==> src/rtl/lfsr_param.sv <==
// Parameterised LFSR with Fibonacci/Galois step, seed-return period measurement
// and an all-zero lockup state that only reset or a nonzero load can leave.
module lfsr_param #(
  parameter int unsigned      WIDTH = 16,
  parameter logic [WIDTH-1:0] TAPS  = WIDTH'(16'hB400),
  parameter logic [WIDTH-1:0] SEED  = WIDTH'(16'hACE1)
) (
  input  logic             clk,
  input  logic             rst,
  input  logic             en,
  input  logic             load,
  input  logic [WIDTH-1:0] seed_in,
  input  logic             mode_in,
  output logic [WIDTH-1:0] state_out,
  output logic             out,
  output logic             valid,
  output logic             period_done,
  output logic [WIDTH-1:0] period_len,
  output logic             lockup
);

  typedef enum logic {
    RUN  = 1'b0,
    LOCK = 1'b1
  } fsm_e;

  fsm_e             r_fsm;
  fsm_e             w_fsm_nxt;
  logic [WIDTH-1:0] r_state;
  logic [WIDTH-1:0] r_seed;
  logic             r_mode;
  logic [WIDTH-1:0] r_count;
  logic [WIDTH-1:0] r_plen;
  logic             r_valid;
  logic             r_pd;
  logic             r_lockup;

  logic [WIDTH-1:0] w_fib;
  logic [WIDTH-1:0] w_gal;
  logic [WIDTH-1:0] w_step;
  logic [WIDTH-1:0] w_state_nxt;
  logic [WIDTH-1:0] w_seed_nxt;
  logic             w_mode_nxt;
  logic [WIDTH-1:0] w_count_nxt;
  logic [WIDTH-1:0] w_plen_nxt;
  logic             w_valid_nxt;
  logic             w_pd_nxt;
  logic             w_lockup_nxt;

  // One-step successors for both feedback structures; mode_q selects which is used.
  always_comb begin
    w_fib  = {r_state[WIDTH-2:0], ^(r_state & TAPS)};
    w_gal  = {r_state[WIDTH-2:0], 1'b0} ^ (r_state[WIDTH-1] ? TAPS : '0);
    w_step = r_mode ? w_gal : w_fib;
  end

  // Next-state and output decode: load beats en, and en is ignored in LOCK.
  always_comb begin
    w_fsm_nxt   = r_fsm;
    w_state_nxt = r_state;
    w_seed_nxt  = r_seed;
    w_mode_nxt  = r_mode;
    w_count_nxt = r_count;
    w_plen_nxt  = r_plen;
    w_valid_nxt = 1'b0;
    w_pd_nxt    = 1'b0;

    if (load) begin
      if (seed_in != '0) begin
        w_state_nxt = seed_in;
        w_seed_nxt  = seed_in;
        w_mode_nxt  = mode_in;
        w_count_nxt = '0;
        w_fsm_nxt   = RUN;
      end else begin
        w_state_nxt = '0;
        w_fsm_nxt   = LOCK;
      end
    end else if (en && (r_fsm == RUN)) begin
      w_state_nxt = w_step;
      w_valid_nxt = 1'b1;
      if (w_step == r_seed) begin
        w_plen_nxt  = r_count + WIDTH'(1);
        w_count_nxt = '0;
        w_pd_nxt    = 1'b1;
      end else begin
        w_count_nxt = r_count + WIDTH'(1);
      end
    end

    w_lockup_nxt = (w_fsm_nxt == LOCK);
  end

  always_ff @(posedge clk) begin
    if (rst) begin
      r_fsm    <= RUN;
      r_state  <= SEED;
      r_seed   <= SEED;
      r_mode   <= 1'b0;
      r_count  <= '0;
      r_plen   <= '0;
      r_valid  <= 1'b0;
      r_pd     <= 1'b0;
      r_lockup <= 1'b0;
    end else begin
      r_fsm    <= w_fsm_nxt;
      r_state  <= w_state_nxt;
      r_seed   <= w_seed_nxt;
      r_mode   <= w_mode_nxt;
      r_count  <= w_count_nxt;
      r_plen   <= w_plen_nxt;
      r_valid  <= w_valid_nxt;
      r_pd     <= w_pd_nxt;
      r_lockup <= w_lockup_nxt;
    end
  end

  assign state_out   = r_state;
  assign out         = r_state[WIDTH-1];
  assign valid       = r_valid;
  assign period_done = r_pd;
  assign period_len  = r_plen;
  assign lockup      = r_lockup;

endmodule

==> config.mk <==
export PLATFORM = sky130hd
export DESIGN_NAME = lfsr_param
export DESIGN_NICKNAME = d
export VERILOG_FILES = /design/src/rtl/lfsr_param.sv
export SDC_FILE = /design/constraint.sdc
export NUM_CORES = 1
export LEC_CHECK = 0
export ABC_AREA = 1
export BUFFER_PORTS_ARGS = -buffer_cell sky130_fd_sc_hd__buf_2
export CORE_UTILIZATION = 55
export CTS_CLUSTER_SIZE = 8
export DETAILED_ROUTE_END_ITERATION = 12
export MAX_ROUTING_LAYER = met4
export PLACE_DENSITY = 0.83
export SLEW_MARGIN = 10
export SYNTH_ARGS = -nofsm -noshare
export SYNTH_HDL_FRONTEND = slang
export SYNTH_SLANG_ARGS = --single-unit
==> constraint.sdc <==
create_clock -name clk -period 1.9 [get_ports clk]
set_input_delay 0.285 -clock clk [delete_from_list [all_inputs] [get_ports clk]]
set_output_delay 0.285 -clock clk [all_outputs]
set_load 0.05 [all_outputs]
# After elaboration in Yosys (flattened, before gate mapping)
# Index checks and enable logic that the tools add are counted.
[classes]
addsub = 1
multipliers = 0
n_div = 0
n_lt_le_gt_ge = 0
eq_ne = 2
shift = 0
muxes = 12
n_bitwise = 4
n_reduce_logical = 9
[op_table]
columns = ["cell", "n"]
rows = [
  ["$mux 16", 9],
  ["$add 16x1->16 const B", 1],
  ["$eq 16x16->1", 1],
  ["$reduce_bool 16->1", 1],
  ["$reduce_xor 16->1", 1],
  ["$xor 16x16->16", 1],
  ["$reduce_and 2->1", 2],
  ["$mux 1", 3],
  ["$not 1->1", 3],
  ["$reduce_and 3->1", 1],
  ["$reduce_or 3->1", 1],
  ["$ne 2x1->1 const B", 1],
  ["$reduce_bool 2->1", 1],
  ["$reduce_or 2->1", 1],
  ["$logic_and 1x1->1", 1],
]
[totals]
ff_bits = 68
latchBits = 0
mem_bits_rw = 0
mem_bits_ro = 0
in_bits = 21
out_inout_bits = 36
word_cells = 36
n_memories = 0

# Logic depth before layout (Yosys ltp)
# Gate-level depths: netlist of the first run.
[depth]
word_depth = 7
mapped_depth = 14
ltp_nobuf = 13

# Worst setup path after synthesis of the first run
# OpenSTA, ideal clock, no wires.
[synth_timing]
path_kind = "register to register"
from = "register r_state[15], in the netlist state_out[15]"
to = "register r_plen[10], in the netlist period_len[10]"
setup_ps = 113
arrival_time_ps = 1868
required_time_ps = 1787
setup_slack_ps = -81
path_stages_with_launch = 13
n_path_buf = 1
synth_period_minus_slack_ps = 1981
path_cell_list = "dfxtp_1 nand2_2 inv_2 nand2_1 nand2_1 nor2_1 nor2_1 nand2_1 nor2_2 nand3_4 buf_2 nor2_1 nor2_1"
[synth_via]
elab_chain_cells = 5
word_cells_on_any_way = 6
classes_between = "eq/ne (1); mux (2); bitwise (1); reduce/logical (2)"
[synth_rtl]
columns = ["element", "line", "rtl"]
rows = [
  ["start, declared", "29", "logic [WIDTH-1:0] r_state;"],
  ["start signal, assigned", "107", "r_state <= w_state_nxt;"],
  ["$mux 16", "53", "w_gal = {r_state[WIDTH-2:0], 1'b0} ^ (r_state[WIDTH-1] ? TAPS : '0);"],
  ["$xor 16x16->16", "53", ""],
  ["$mux 16 *", "54", "w_step = r_mode ? w_gal : w_fib;"],
  ["$eq 16x16->1 *", "82", "if (w_step == r_seed) begin"],
  ["$reduce_and 3->1 (no line) *", "n/a", ""],
  ["end signal, assigned", "111", "r_plen <= w_plen_nxt;"],
  ["end, declared", "33", "logic [WIDTH-1:0] r_plen;"],
]
# Every way passes the cells marked *; elsewhere a longest branch is shown, timed or not.
# A chain may end at the register's enable or synchronous reset.

# Final worst setup path of the first run
[layout_timing]
from = "register r_state[15], in the netlist state_out[15]"
to = "register r_plen[11], in the netlist period_len[11]"
# Same word-level chain as after synthesis.

==> out/metrics.yaml, run 1 <==
floorplanning:
  floorplan.die.width_um: 80.6
  die_y_um: 80.6
  core.rowCount: 28
  top_level_ports: 57
  die_area_um2: 6490
  coreArea_um2: 5920
  start_util_pct: 57.3
setup_path:
  worst_path_class_setup: "register to register"
  endpoint_kind: "register"
  worst-path-max-fanout: 8
  critical_path_required_ns: 2.15
  cp_data_arrival_time_ns: 2.06
  setup.worst_path.start_class: "register"
global_route:
  grt.total_usage_pct: 28.7
  use_met1_pct: 37.6
  met2_track_utilization_from_global_routing_pct: 42.9
  globalRouteOverflowTotal: 0
  pin_count_of_the_biggest_net_entering_global_routing: 35
  global_route.usage.met3_pct: 5.11
  antenna_violations_before_repair: 0
  grt_pass1_vias: 3078
  wire_length_of_the_first_global_routing_pass_um: 14000
  globalRoute.busiestLayer: "met2"
finish:
  sequential_cell_area_um2: 1370
  fin_nets: 612
  utilization_pct: 69.6
  nFillCells: 499
  syn2layout_area_growth_pct: 21.3
  fraction_of_final_layout_cells_with_drive_strength_greater_than_1_pct: 17.6
  insertedDiodeCount: 0
  multiInputGateArea_um2: 1730
clock_tree:
  cts_tree: "yes"
  clkLatencyLatePin_ns: 0.35
  numCtsBuffers: 9
  numClockSinks: 68
  clock_tree.buffer_depth: 2
  clock_pin_slew_on_the_worst_setup_and_hold_paths_ns: 0.08
  cts-htree-levels: 3
  clockRootBuffer: "clkbuf_8"
routing:
  route.antenna.remaining_nets: 0
  vias_per_cell: 5.30
  drt_iter0_drc: 324
  drc_errors: 0
  totalWireLength_um: 9060
  routed_wl_per_cell_um: 13.5
  vias: 3549
  first_pass_detailed_route_iteration_total: 6
sta:
  slew_violations: 0
  fin_ws_ns: 0.0886
  period_needed_ns: 1.81
  timing.final.setup_violations: 0
  final_hold_viol_count: 0
  slew_headroom_pct: 55.5
  maxClockFrequency_mhz: 552
  timing_worst_slew_pin_value_ns: 0.667
  worst_clock_skew_ns: 0.00730
  min_period_over_period_pct: 95.3
logic_synthesis:
  proportion_of_synthesized_chip_area_in_sequential_cells_pct: 40.1
  yosys_synthesis_warning_count: 0
  netlist.top_cell.by_area: "dfxtp_1"
  synth.net_count: 549
  synth-edff-count: 0
  syn-instance-count: 527
  netlist_top_cells_count: "171 x nand2_1, 74 x nor2_1, 71 x inv_1"
  synth_most_common_cell: "nand2_1"
  avgSynthCellArea_um2: 6.44
  syn-cell-area_um2: 3390
  synthDominantCellAreaShare_pct: 40.1
  postSynth.asyncResetShare_pct: 0
  synth_ff_type: "dfxtp_1"
  ys_ff_latch: 68
  synth_top_cells_by_area: "dfxtp_1 40%, nand2_1 19%, nor2_1 8.2%"
  distinct_cells_synth: 28
min_path:
  timing.hold.worst.class: "input pin to register"
power_and_ir_drop:
  report.power.total_w: 0.00355
  vdd.ir_drop.worst_mv: 0.468
  power.density_cell_area_nw_per_um2: 862
  cellLeakagePower_nw: 2.09
placed_design:
  hpwl_um: 5820
  gp_routability_congestion: 0.927
  preCtsSetupSlack_ns: 0.0997
  portBuffers: 56
run_status:
  status: "finished clean"
run:
  maxCapViolations: 0
## registers in the layout, summed over array words and instances, names as in the netlist
name,cells
period_len,16
r_count,16
r_seed,16
state_out,16
lockup,1
period_done,1
r_mode,1
valid,1
## cell usage in the layout (no fill, tap or decap), drive strengths merged
master	Yosys	routed
a21oi	33	33
a221oi	4	4
buf	9	69
bufinv	0	3
clkbuf	11	10
clkinv	0	2
clkinvlp	0	1
dfxtp	68	68
ha	1	1
inv	73	73
nand2	174	174
nand3	21	24
nand3b	2	2
nand4	5	5
nor2	76	76
nor3	1	1
o211ai	7	7
o21ai	24	24
o21bai	1	1
o22ai	2	2
or2	1	1
xnor2	6	6
xor2	8	8
## final timing paths
kind | from | endpoint | slack, ns | cells past startpoint
hold reg to reg | r_seed[8] | r_seed[8] | 0.48 | 2
setup / recovery | state_out[15] | period_len[11] | 0.09 | 12
setup reg to reg | state_out[15] | period_len[11] | 0.09 | 12
hold / removal | seed_in[5] | r_seed[5] | 0.19 | 3
## logic make-up after synthesis
kind of cell / Yosys count / synth area share, %
buffers and inverters: 93 / 11.0
AOI/OAI and AO/OA: 71 / 11.6
DFF: 68 / 40.1
and+or+nand+nor: 280 / 33.3
adders and majority gates: 1 / 0.369
xor gates and xnor gates: 14 / 3.61
## metrics by stage
stage | cell area [µm²] | TNS, ns | std cells | hold WS [ns]
after global placement | 3760 | 0 | 648 | 0.454
final | 4120 | 0 | 670 | 0.186
after CTS | 4010 | 0 | 664 | 0.178
after global routing | 4120 | -0.0537 | 670 | 0.197
after detailed placement | 3760 | 0 | 648 | 0.466
after floorplan | 3400 | 0 | 527 | 0.420
## where the power goes
| group | internal (W) | switching, W |
|---|---|---|
| combinational | 0.000160 | 0.000379 |
| clock | 0.000907 | 0.000571 |
| sequential | 0.00148 | 0.0000507 |
## layout make-up
| cell class | instances | share of cell area [%] |
|---|---|---|
| clock inverters | 6 | 2.70 |
| well taps | 75 | 2.28 |
| clock buffers | 10 | 3.34 |
| flip-flops and latches | 68 | 33.2 |
| repair buffers | 69 | 9.78 |
| multi-input cells | 369 | 42.0 |
| inverters | 73 | 6.65 |
## critical path, stage by stage, from the launching register on
cell	delay, ns
dfxtp_4	0.39
nand2_2	0.11
inv_2	0.08
nand2_1	0.05
nand2_1	0.07
nor2_1	0.05
nor2_1	0.10
nand2_1	0.09
nor2_4	0.17
buf_4	0.19
nand3_4	0.14
nor2_1	0.19
nor2_1	0.07
## timing repair
item / 4_1_cts / 5_1_grt
buffers inserted: 0 / 3
hold buffers: 0 / 0
gates resized for setup: 0 / 12
endpoints found under the setup margin: 0 / 31
## per-layer routing
layer	vias to the layer above	part of all wire, %
met2	159	45
met1	1590	44
met5	-	0
met4	0	2.7
met3	34	7.6
li1	1766	-
Power figures use the tool's default switching activity.
==> inputs of run 2 (changes only) <==
==> constraint.sdc (replaced) <==
create_clock -name clk -period 1.9 [get_ports clk]
set_input_delay 0.285 -clock clk [delete_from_list [all_inputs] [get_ports clk]]
set_output_delay 0.285 -clock clk [all_outputs]
set_load 0.005 [all_outputs]
==> out/metrics.yaml, run 2 (same netlist as run 1, synthesis figures left out) <==
power_and_ir_drop:
  p_comb_share_pct: 13.2  # -2.0 points
  switch_pwr_w: 0.000899  # -10%
  clockPowerShare_pct: 35.7  # -5.9 points
  power.density_cell_area_nw_per_um2: 757  # -12%
  p_seq_share_pct: 51.0  # +7.8 points
  cellLeakagePower_nw: 2.01  # -3.9%
  p_int_w: 0.00210  # -17%
  power.switching_fraction_pct: 29.9  # +1.7 points
  vdd.ir_drop.worst_mv: 0.567  # +21%
  report.power.total_w: 0.00300  # -15%
setup_path:
  worst_path_class_setup: "register to register"
  worstPathCellList: "inv_1 > nand2_1 > nand2_1 > nand2_1 > nand3_1 > nand2_1 > inv_1 > nor2_4 > nand2_2 > nand2_1 > a21oi_1"
  setup.worst_path.start_class: "register"
  worst_r2r_startpoint: "state_out[12]"
  critical_path.reg2reg.endpoint: "r_count[15]"
  cp_data_arrival_time_ns: 2.01  # -0.05 ns
  critical_path_required_ns: 2.12  # -0.03 ns
  timing.reg2reg.setup_slack_ns: 0.11  # +0.02 ns
  slowest_delay_ns: 0.43  # +0.04 ns
  crit_slowest_cell: "dfxtp_1"
  worst-path-max-fanout: 16  # +8
  critPathMostFrequentCell: "nand2_1"
  endpoint_kind: "register"
  timing.reg2reg.worst_path_depth: 11  # -1
global_route:
  grt.total_usage_pct: 28.5  # -0.25 points
  pin_count_of_the_biggest_net_entering_global_routing: 35  # unchanged
  wire_length_of_the_first_global_routing_pass_um: 13800  # -1.9%
  grt_pass1_vias: 3104  # +0.84%
  antenna_violations_before_repair: 0  # unchanged
  globalRouteOverflowTotal: 0  # unchanged
sta:
  worst_clock_skew_ns: 0.0121  # +0.00477 ns
  unrepaired_setup_endpoints_after_global_routing: "yes"
  maxClockFrequency_mhz: 559  # +1.2%
  timing.final.setup_violations: 0  # unchanged
  final.setup.tns_ns: 0  # unchanged
  period_needed_ns: 1.79  # -0.0221 ns
  slew_headroom_pct: 69.0  # +13 points
  final_hold_viol_count: 0  # unchanged
  slew_violations: 0  # unchanged
  min_period_over_period_pct: 94.2  # -1.2 points
  timing_worst_slew_pin_value_ns: 0.464  # -0.202 ns
finish:
  insertedDiodeCount: 0  # unchanged
  layout.cells.non_filler: 665  # -0.75%
  final_common_cell: "nand2_1"
  fraction_of_final_layout_cells_with_drive_strength_greater_than_1_pct: 16.9  # -0.70 points
  syn2layout_area_growth_pct: 16.8
  nFillCells: 528  # +5.8%
  final_design_instance_area_without_fill_um2: 3970  # -3.7%
  fin_nets: 607  # -0.82%
  highest_count_cells_in_the_layout_ignoring_fill_and_taps: "171 x nand2_1, 71 x inv_1, 70 x nor2_1, 65 x dfxtp_1, 56 x buf_2"
clock_tree:
  count_of_hold_buffers_inserted_by_post_cts_repair: 0  # unchanged
  clockRootBuffer: "clkbuf_8"
  numClockSinks: 68  # unchanged
  clkLatencyLatePin_ns: 0.35  # about the same
  clock_tree.buffer_depth: 2  # unchanged
  clock_pin_slew_on_the_worst_setup_and_hold_paths_ns: 0.08  # about the same
  cts-htree-levels: 3  # unchanged
  cts_tree: "yes"
  cts_post_setup_buffers_inserted: 0  # unchanged
  numCtsBuffers: 9  # unchanged
placed_design:
  dpl.cell_count: 648  # unchanged
  portBuffers: 56  # unchanged
  postPlaceCellArea_um2: 3740  # -0.40%
  hpwl_um: 5880  # +1.1%
  gp_routability_congestion: 0.915  # -1.4%
run:
  maxCapViolations: 0  # unchanged
routing:
  drc_errors: 0  # unchanged
  vias: 3438  # -3.1%
  drt_iter0_drc: 310  # -4.3%
  vias_per_cell: 5.17  # -2.4%
  first_pass_detailed_route_iteration_total: 5  # -1
  route.antenna.remaining_nets: 0  # unchanged
  routed_wl_per_cell_um: 12.8  # -5.1%
  totalWireLength_um: 8540  # -5.8%
min_path:
  timing.hold.worst.class: "input pin to register"
  worstHoldStart: "seed_in[6]"
  worstHoldEndpoint: "r_seed[6]"
  hold-path-cell-count: 3  # unchanged
floorplanning:
  coreArea_um2: 5920  # unchanged
  core.rowCount: 28  # unchanged
  start_util_pct: 57.3  # unchanged
  die_y_um: 80.6  # unchanged
  top_level_ports: 57  # unchanged
  floorplan.die.width_um: 80.6  # unchanged
  die_area_um2: 6490  # unchanged
run_status:
  status: "finished clean"
## run 2: changes by cell type in the layout (fill, tap and decap cells not counted), moves of 2 or more
cell / previous run / this run
buf_12: 2 / 0
nor2_1: 72 / 70
bufinv_16: 3 / 0
clkinvlp_4: 1 / 4
nand2_1: 169 / 171
nand3_4: 4 / 2
## run 2: worst max-delay path by stage
stage	startpoint	end	slack, ns
2_1_floorplan	state_out[15]	period_len[10]	0.30
3_3_place_gp	state_out[15]	period_len[8]	0.13
3_5_place_dp	state_out[15]	period_len[2]	0.004
4_1_cts	r_count[1]	r_count[12]	0.01
5_1_grt	r_count[1]	r_count[12]	-0.06
6_report	state_out[12]	r_count[15]	0.11
## run 2: power by group through the flow
stage / Combinational, W / Sequential, W / Clock (W)
final: 0.000397 / 0.00153 / 0.00107
after global routing: 0.000443 / 0.00154 / 0.00115
after CTS: 0.000381 / 0.00153 / 0.00110
after detailed placement: 0.000378 / 0.00156 / 0
after global placement: 0.000371 / 0.00156 / 0
after floorplan: 0.000244 / 0.00156 / 0
## run 2: critical path: cells and delay by family, from the launching register on
family / cells / cell delay, ns
flip-flops: 1 / 0.43
buffers and inverters: 2 / 0.16
AND/OR/NAND/NOR: 8 / 1.02
AO/OA/AOI/OAI: 1 / 0.07
## run 2: layout make-up
class | count | area [µm²] | share of cell area (%)
multi-input cells | 367 | 1700 | 42.8
repair buffers | 66 | 355 | 8.96
well taps | 75 | 93.8 | 2.37
flip-flops and latches | 68 | 1370 | 34.5
clock inverters | 7 | 52.6 | 1.32
inverters | 73 | 274 | 6.91
clock buffers | 9 | 124 | 3.12
## run 2: per-stage QoR
step | util (%) | worst slack [ns] | hold WS, ns
3_5_place_dp | 63.2 | 0.00439 | 0.463
5_1_grt | 67.0 | -0.0567 | 0.165
6_report | 67.0 | 0.111 | 0.174
3_3_place_gp | 63.2 | 0.135 | 0.458
4_1_cts | 66.3 | 0.0122 | 0.161
2_1_floorplan | - | 0.302 | 0.420
## run 2: per-layer routing
layer | track usage [%] | share of wire, % | up-vias
met2 | 43.7 | 46 | 157
li1 | - | - | 1748
met1 | 36.4 | 46 | 1520
met3 | 5.68 | 7.5 | 13
met4 | 11.8 | 1.2 | 0
met5 | - | 0 | -
## run 2: repair_timing
action	4_1_cts	5_1_grt
cloned	0	1
pin swaps	1	1
resized for setup	2	10
endpoints found under the setup margin	2	20
